### src/rtl/sipo_frame_rx.sv
// Serial frame receiver: start, WIDTH data bits (LSB first), even parity, stop; one-word output buffer with valid/ready.
// Word is presented on the stop-bit edge; frm_err/overrun are single-cycle pulses registered on that same edge.
module sipo_frame_rx #(
  parameter int WIDTH = 8
) (
  input  logic             clk,
  input  logic             clr,
  input  logic             si,
  input  logic             en,
  output logic [WIDTH-1:0] data_out,
  output logic             valid,
  input  logic             ready,
  output logic             par_err,
  output logic             frm_err,
  output logic             overrun
);

  localparam int CW = $clog2(WIDTH + 1);

  typedef enum logic [1:0] {
    S_IDLE,
    S_DATA,
    S_PARITY,
    S_STOP
  } state_t;

  state_t           state_q, state_d;
  logic [CW-1:0]    cnt_q, cnt_d;
  logic [WIDTH-1:0] sr_q, sr_d;
  logic             par_q, par_d;
  logic [WIDTH-1:0] data_q, data_d;
  logic             valid_q, valid_d;
  logic             perr_q, perr_d;
  logic             frm_q, frm_d;
  logic             ovr_q, ovr_d;

  always_comb begin
    state_d = state_q;
    cnt_d   = cnt_q;
    sr_d    = sr_q;
    par_d   = par_q;
    data_d  = data_q;
    valid_d = valid_q;
    perr_d  = perr_q;
    frm_d   = 1'b0;
    ovr_d   = 1'b0;

    // Consumer handshake is serviced every edge, independent of the bit strobe.
    if (valid_q && ready) begin
      valid_d = 1'b0;
    end

    if (en) begin
      case (state_q)
        S_IDLE: begin
          if (!si) begin
            state_d = S_DATA;
            cnt_d   = '0;
          end
        end
        S_DATA: begin
          sr_d  = {si, sr_q[WIDTH-1:1]};
          cnt_d = cnt_q + CW'(1);
          if (cnt_q == CW'(WIDTH - 1)) begin
            state_d = S_PARITY;
          end
        end
        S_PARITY: begin
          par_d   = si;
          state_d = S_STOP;
        end
        S_STOP: begin
          state_d = S_IDLE;
          cnt_d   = '0;
          if (!si) begin
            frm_d = 1'b1;
          end else if (!valid_q || ready) begin
            // A word consumed on this edge frees the buffer for the new one.
            data_d  = sr_q;
            perr_d  = ^{sr_q, par_q};
            valid_d = 1'b1;
          end else begin
            ovr_d = 1'b1;
          end
        end
        default: state_d = S_IDLE;
      endcase
    end
  end

  always_ff @(posedge clk) begin
    if (clr) begin
      state_q <= S_IDLE;
      cnt_q   <= '0;
      sr_q    <= '0;
      par_q   <= 1'b0;
      data_q  <= '0;
      valid_q <= 1'b0;
      perr_q  <= 1'b0;
      frm_q   <= 1'b0;
      ovr_q   <= 1'b0;
    end else begin
      state_q <= state_d;
      cnt_q   <= cnt_d;
      sr_q    <= sr_d;
      par_q   <= par_d;
      data_q  <= data_d;
      valid_q <= valid_d;
      perr_q  <= perr_d;
      frm_q   <= frm_d;
      ovr_q   <= ovr_d;
    end
  end

  assign data_out = data_q;
  assign valid    = valid_q;
  assign par_err  = perr_q;
  assign frm_err  = frm_q;
  assign overrun  = ovr_q;

endmodule

### config.mk
export PLATFORM = sky130hd
export DESIGN_NAME = sipo_frame_rx
export DESIGN_NICKNAME = d
export VERILOG_FILES = /design/src/rtl/sipo_frame_rx.sv
export SDC_FILE = /design/constraint.sdc
export NUM_CORES = 1
export LEC_CHECK = 0
export BUFFER_PORTS_ARGS = -buffer_cell sky130_fd_sc_hd__buf_2
export CAP_MARGIN = 20
export CORE_ASPECT_RATIO = 1.5
export CORE_MARGIN = 4
export CORE_UTILIZATION = 45
export CTS_CLUSTER_DIAMETER = 40
export CTS_CLUSTER_SIZE = 40
export DETAILED_ROUTE_END_ITERATION = 8
export PLACE_DENSITY = 0.65
export SLEW_MARGIN = 20
export SYNTH_ARGS = -nofsm -noshare
export SYNTH_HDL_FRONTEND = slang
export SYNTH_SLANG_ARGS = --single-unit
### constraint.sdc
create_clock -name clk -period 1.6 [get_ports clk]
set_input_delay 0.08 -clock clk [delete_from_list [all_inputs] [get_ports clk]]
set_output_delay 0.08 -clock clk [all_outputs]
set_load 0.02 [all_outputs]
==> flow_summary.ini, run 1 <==
[status]
status = complete, no violations

[worst_setup_path]
slowest_stage = dfxtp_2
cp-start-kind = flop
critPathMaxStageDelay_ns = 0.38
worst-path-max-fanout = 4
end_kind = flop
cp.required_ns = 1.81
rr_worst_depth = 6
path_cells = inv_1 > ha_1 > a21bo_2 > or2_1 > o21ai_0 > a21oi_1
crit_type = flop to flop
arrival_ns = 1.74

[clock_network]
cts.sinks = 27
path_clk_slew_ns = 0.14
cts_setup_buffers = 0
cts_made_buffers = 3
worstSkewPairLatency_ns = 0.31
root_buffer = clkbuf_4
htreeDepth = 1
cts_tree = yes
clk_path_buf_depth = 2

[drt]
first_pass_iters = 4
drc = 0
post_drt_wl_per_cell_um = 12.3
wirelength_um = 2120
antenna_left = 0
vias = 915
first_iter_violations = 13
via_per_inst = 5.29

[yosys]
synth.most_common_cell = dfxtp_1
ys_types = 26
synthTopCellsByCount = dfxtp_1, a21oi_1, nand2_1, nor2_1, nand3_1
avgSynthCellArea_um2 = 9.08
syn-num-nets = 141
synth_edf_count = 0
ys_ff_latch = 27
yosysSeqAreaShare_pct = 45.8
syn_area_um2 = 1180
netlist_top_cells_area = dfxtp_1, mux2i_1, ha_1, a21oi_1, nand3_1
syn_inst = 130
yosysTopAreaCellShare_pct = 45.8
yosysTopAreaCell = dfxtp_1
async_flop_share_pct = 0
synth_ff_type = dfxtp_1
yosys_warnings = 0

[layout]
final_nets = 161
syn_to_final_growth_pct = 12.9
drive_gt1_share_pct = 18.1
fillers = 231
n_antenna_cell = 0

[grt]
grt_overflow = 0
grt_max_degree = 22
grt_pass1_wl_um = 3790
grt_pass1_vias = 904
track_usage_pct = 13.2
antenna_found_initial = 0

[floorplan]
dieArea_um2 = 3520
coreArea_um2 = 2480
rows = 22
die_w_um = 49.8
die_y_um = 70.7
initial_core_util_pct = 47.6
ios = 17

[sta]
skew_ns = 0.00154
finalMaxSlewViolations = 0
fmax_mhz = 656
fin_crit_ns = 1.52
rsz0062_at_grt = false
fin_crit_sh_pct = 95.3
worst_pin_slew_ns = 0.336
setup_tns_ns = 0
worst_slew_margin_rel_pct = 77.5
setup_viol = 0
finalHoldViolCount = 0

[power_and_ir_drop]
p_leak_nw = 0.529
vdd_drop_max_mv = 0.375
total_power_mw = 1.08
power_density_nw_per_um2 = 811

[hold_path]
min_path_cells = 2
hp-class = primary input to flop

[placed_design]
hpwl_um = 1580
routabilityCongestion = 0.779
port_buffers = 16

[job]
maxCapViolCount = 0
==> routing by layer <==
layer | track usage [%] | wire length (um) | vias up
met1 | 15.5 | 925 | 424
met4 | 4.62 | 21 | 0
li1 | - | - | 480
met3 | 1.89 | 47 | 2
met5 | 0 | 0 | -
met2 | 23.9 | 1130 | 9
==> power breakdown <==
group	leakage (nW)	switching, mW	internal, mW	total (mW)
clock	0.0150	0.186	0.0972	0.283
sequential	0.219	0.00875	0.681	0.690
combinational	0.295	0.0661	0.0419	0.108
total	0.529	0.261	0.821	1.08
==> critical path, delay by kind of cell, from the launching register on <==
family | cells | cell delay, ns
compound gates | 3 | 0.50
flops | 1 | 0.38
simple gates | 1 | 0.25
fa+ha+maj | 1 | 0.22
buf+inv | 1 | 0.08
==> cell usage in the layout, fill, tap and decap left out, types with 2 or more instances in the layout <==
cell	n
dfxtp_1	25
buf_2	16
nor2_1	14
a21oi_1	14
nand2_1	14
nand3_1	13
mux2i_1	9
ha_1	6
xnor2_1	3
nor3_1	3
clkbuf_4	3
buf_4	3
inv_1	2
nor2b_1	2
nand3b_1	2
nand2b_1	2
xor2_1	2
dfxtp_2	2
==> timing repair <==
item / 4_1_cts / 5_1_grt
endpoints found under the setup margin: 0 / 9
resized for setup: 0 / 3
endpoints found under the hold margin: 1 / 0
hold buffers: 1 / 0
==> final cells by class <==
class	count	area [um2]	share of cell area, %
Clock buffer	4	26.3	1.97
Inverter	2	7.51	0.563
Multi-Input combinational cell	96	613	46.0
Sequential cell	27	543	40.8
Tap cell	24	30.0	2.25
Timing Repair Buffer	20	113	8.45
==> path summary, 6_finish.rpt <==
path                            slack, ns                     from                        to
worst max-delay path                 0.08  state_q[0]$_SDFFE_PP0P_     cnt_q[3]$_SDFFE_PP0P_
worst min-delay path                 0.02                      clr  data_out[5]$_SDFFE_PP0P_
worst max register to register       0.08  state_q[0]$_SDFFE_PP0P_     cnt_q[3]$_SDFFE_PP0P_
worst min register to register       0.48    cnt_q[1]$_SDFFE_PP0P_     cnt_q[1]$_SDFFE_PP0P_
==> per-stage QoR <==
step                utilization [%]  instance area (um2)  setup WS [ns]  std cells  hold WS [ns]
global route                   53.8                 1330        0.00210        173        0.0184
finish                         53.8                 1330         0.0751        173        0.0229
detailed placement             52.2                 1290         0.0221        168         0.325
CTS                            53.7                 1330         0.0114        173        0.0216
global placement               52.2                 1290          0.106        168         0.314
floorplan                         -                 1180          0.151        130         0.157
==> sequential cells by signal, indices dropped and copies added (netlist names) <==
signal    cells
cnt_q         4
data_out      8
frm_err       1
overrun       1
par_err       1
par_q         1
sr_q          8
state_q       2
valid         1
==> logic make-up (layout without fill, tap and decap cells) <==
group                    Yosys count  in the layout  synth area share (%)
multiplexers                       9              9                  7.64
buffers and inverters              7             26                  2.23
flip-flops                        27             27                  45.8
adder cells (fa/ha/maj)            6              6                  6.36
XOR/XNOR                           6              6                  5.62
AND/OR/NAND/NOR                   55             55                  22.6
AO/OA/AOI/OAI                     20             20                  9.76
Note: power is estimated with default switching activity, not from simulation.
==> run 2, diff against run 1 <==
Settings changed: GPL_TIMING_DRIVEN set to 0, SETUP_SLACK_MARGIN set to 0.15.
==> run 2 against run 1 <==
Effect of this change: first-iteration DRC count up 77%; power up 2.0%; worst setup slack improved by 0.096 ns; sequential share of layout area decreased by 1.7 points.
==> flow_summary.ini, run 2 (same netlist as run 1, synthesis figures left out) <==
[sta]
rsz0062_at_grt = true
worst_slew_margin_rel_pct = 65.2
worst_pin_slew_ns = 0.523
fin_crit_sh_pct = 89.3
holdWs_ns = 0.0507
fmax_mhz = 700
finalMaxSlewViolations = 0
fin_crit_ns = 1.43
setup_ws_ns = 0.172
finalHoldViolCount = 0
setup_tns_ns = 0
skew_ns = 0.00303
setup_viol = 0

[layout]
final_nets = 163
n_antenna_cell = 0
final_cell_mix = dfxtp_1, buf_2, nor2_1, nand2_1
fillers = 238
syn_to_final_growth_pct = 19.5
drive_gt1_share_pct = 25.2
final_area_um2 = 1410
layout_commonest_cell = dfxtp_1

[drt]
first_iter_violations = 23
vias = 953
via_per_inst = 5.45
drc = 0
wirelength_um = 2260
first_pass_iters = 4
antenna_left = 0
post_drt_wl_per_cell_um = 12.9

[worst_setup_path]
arrival_ns = 1.63
path_cells = inv_2 > ha_4 > a21bo_4 > or2_4 > o21ai_2 > a21oi_1
cp.required_ns = 1.80
slowest_stage = dfxtp_4
ff2ff_setup_slack_ns = 0.17
critPathMaxStageDelay_ns = 0.40
end_kind = flop
worst-path-max-fanout = 5
crit_type = flop to flop
cp-start-kind = flop

[clock_network]
cts_tree = yes
cts_made_buffers = 3
path_clk_slew_ns = 0.13
root_buffer = clkbuf_4
worstSkewPairLatency_ns = 0.31
htreeDepth = 1
clk_path_buf_depth = 2
cts.sinks = 27

[placed_design]
port_buffers = 15
hpwl_um = 1680
place_area_um2 = 1280
pre_cts_ws_ns = 0.00252
routabilityCongestion = 0.770

[power_and_ir_drop]
p_leak_nw = 0.535
power_density_nw_per_um2 = 782
vdd_drop_max_mv = 0.409

[hold_path]
hp-class = primary input to flop

[grt]
grt_overflow = 0
use_met3_pct = 1.89
antenna_found_initial = 0
grt_pass1_vias = 918
grt_busiest_layer = met2
grt_max_degree = 15
grt_pass1_wl_um = 3890
grt.met1_usage_pct = 15.6
use_met2_pct = 25.3
track_usage_pct = 13.8

[floorplan]
initial_core_util_pct = 47.6
dieArea_um2 = 3520
rows = 22
coreArea_um2 = 2480
ios = 17
die_w_um = 49.8
die_y_um = 70.7

[status]
status = complete, no violations

[job]
maxCapViolCount = 0
run 2: cell count changes in the layout (fill, tap and decap cells not counted), moves of 2 or more:
cell	change
clkbuf_1	+4
buf_4	-3
a21oi_1	-2
dfxtp_1	-2
dfxtp_4	+2
ha_1	-2
inv_1	-2
inv_2	+2
o21ai_2	+2
run 2: worst paths after layout:
kind / endpoint / startpoint / cells after the start
worst max-delay path: cnt_q[3]$_SDFFE_PP0P_ / state_q[1]$_SDFFE_PP0P_ / 6
worst min-delay path: overrun$_SDFF_PP0_ / ready / 3
worst max register to register: cnt_q[3]$_SDFFE_PP0P_ / state_q[1]$_SDFFE_PP0P_ / 6
worst min register to register: cnt_q[3]$_SDFFE_PP0P_ / cnt_q[3]$_SDFFE_PP0P_ / 2
run 2: report_power, final:
part | internal (mW) | leakage [nW] | switching (mW)
registers | 0.681 | 0.220 | 0.0105
logic | 0.0514 | 0.300 | 0.0785
clock network | 0.0974 | 0.0150 | 0.185
run 2: critical path, delay by kind of cell (launching register included):
family / cells / cell delay [ns]
compound gates: 3 / 0.42
fa+ha+maj: 1 / 0.16
buf+inv: 1 / 0.06
flops: 1 / 0.40
simple gates: 1 / 0.28
run 2: area by class of cell:
| class | count | area [um2] | area share, % |
|---|---|---|---|
| Multi-Input combinational cell | 96 | 671 | 47.6 |
| Sequential cell | 27 | 551 | 39.0 |
| Timing Repair Buffer | 17 | 105 | 7.45 |
| Tap cell | 24 | 30.0 | 2.13 |
| Clock buffer | 4 | 26.3 | 1.86 |
| Buffer | 5 | 20.0 | 1.42 |
| Inverter | 2 | 7.51 | 0.532 |
run 2: metal layers:
layer	part of all wire, %	vias to the layer above
met3	1.6	2
li1	-	487
met4	0.80	0
met2	55	11
met1	43	453
met5	0	-
run 2: timing repair:
| action | 4_1_cts | 5_1_grt |
|---|---|---|
| hold buffers | 1 | 0 |
| endpoints found under the hold margin | 1 | 0 |
| gates resized for setup | 7 | 16 |
| cloned | 0 | 0 |
| setup endpoints to repair | 22 | 16 |
| buffers inserted | 1 | 0 |
| pin swaps | 2 | 5 |
run 2: through the flow:
step                util, %  power, mW  std cells
finish                 56.9       1.10        175
global route           56.9       1.15        175
CTS                    54.5       1.10        175
detailed placement     51.9      0.807        169
global placement       51.9      0.804        169
floorplan                 -      0.778        130
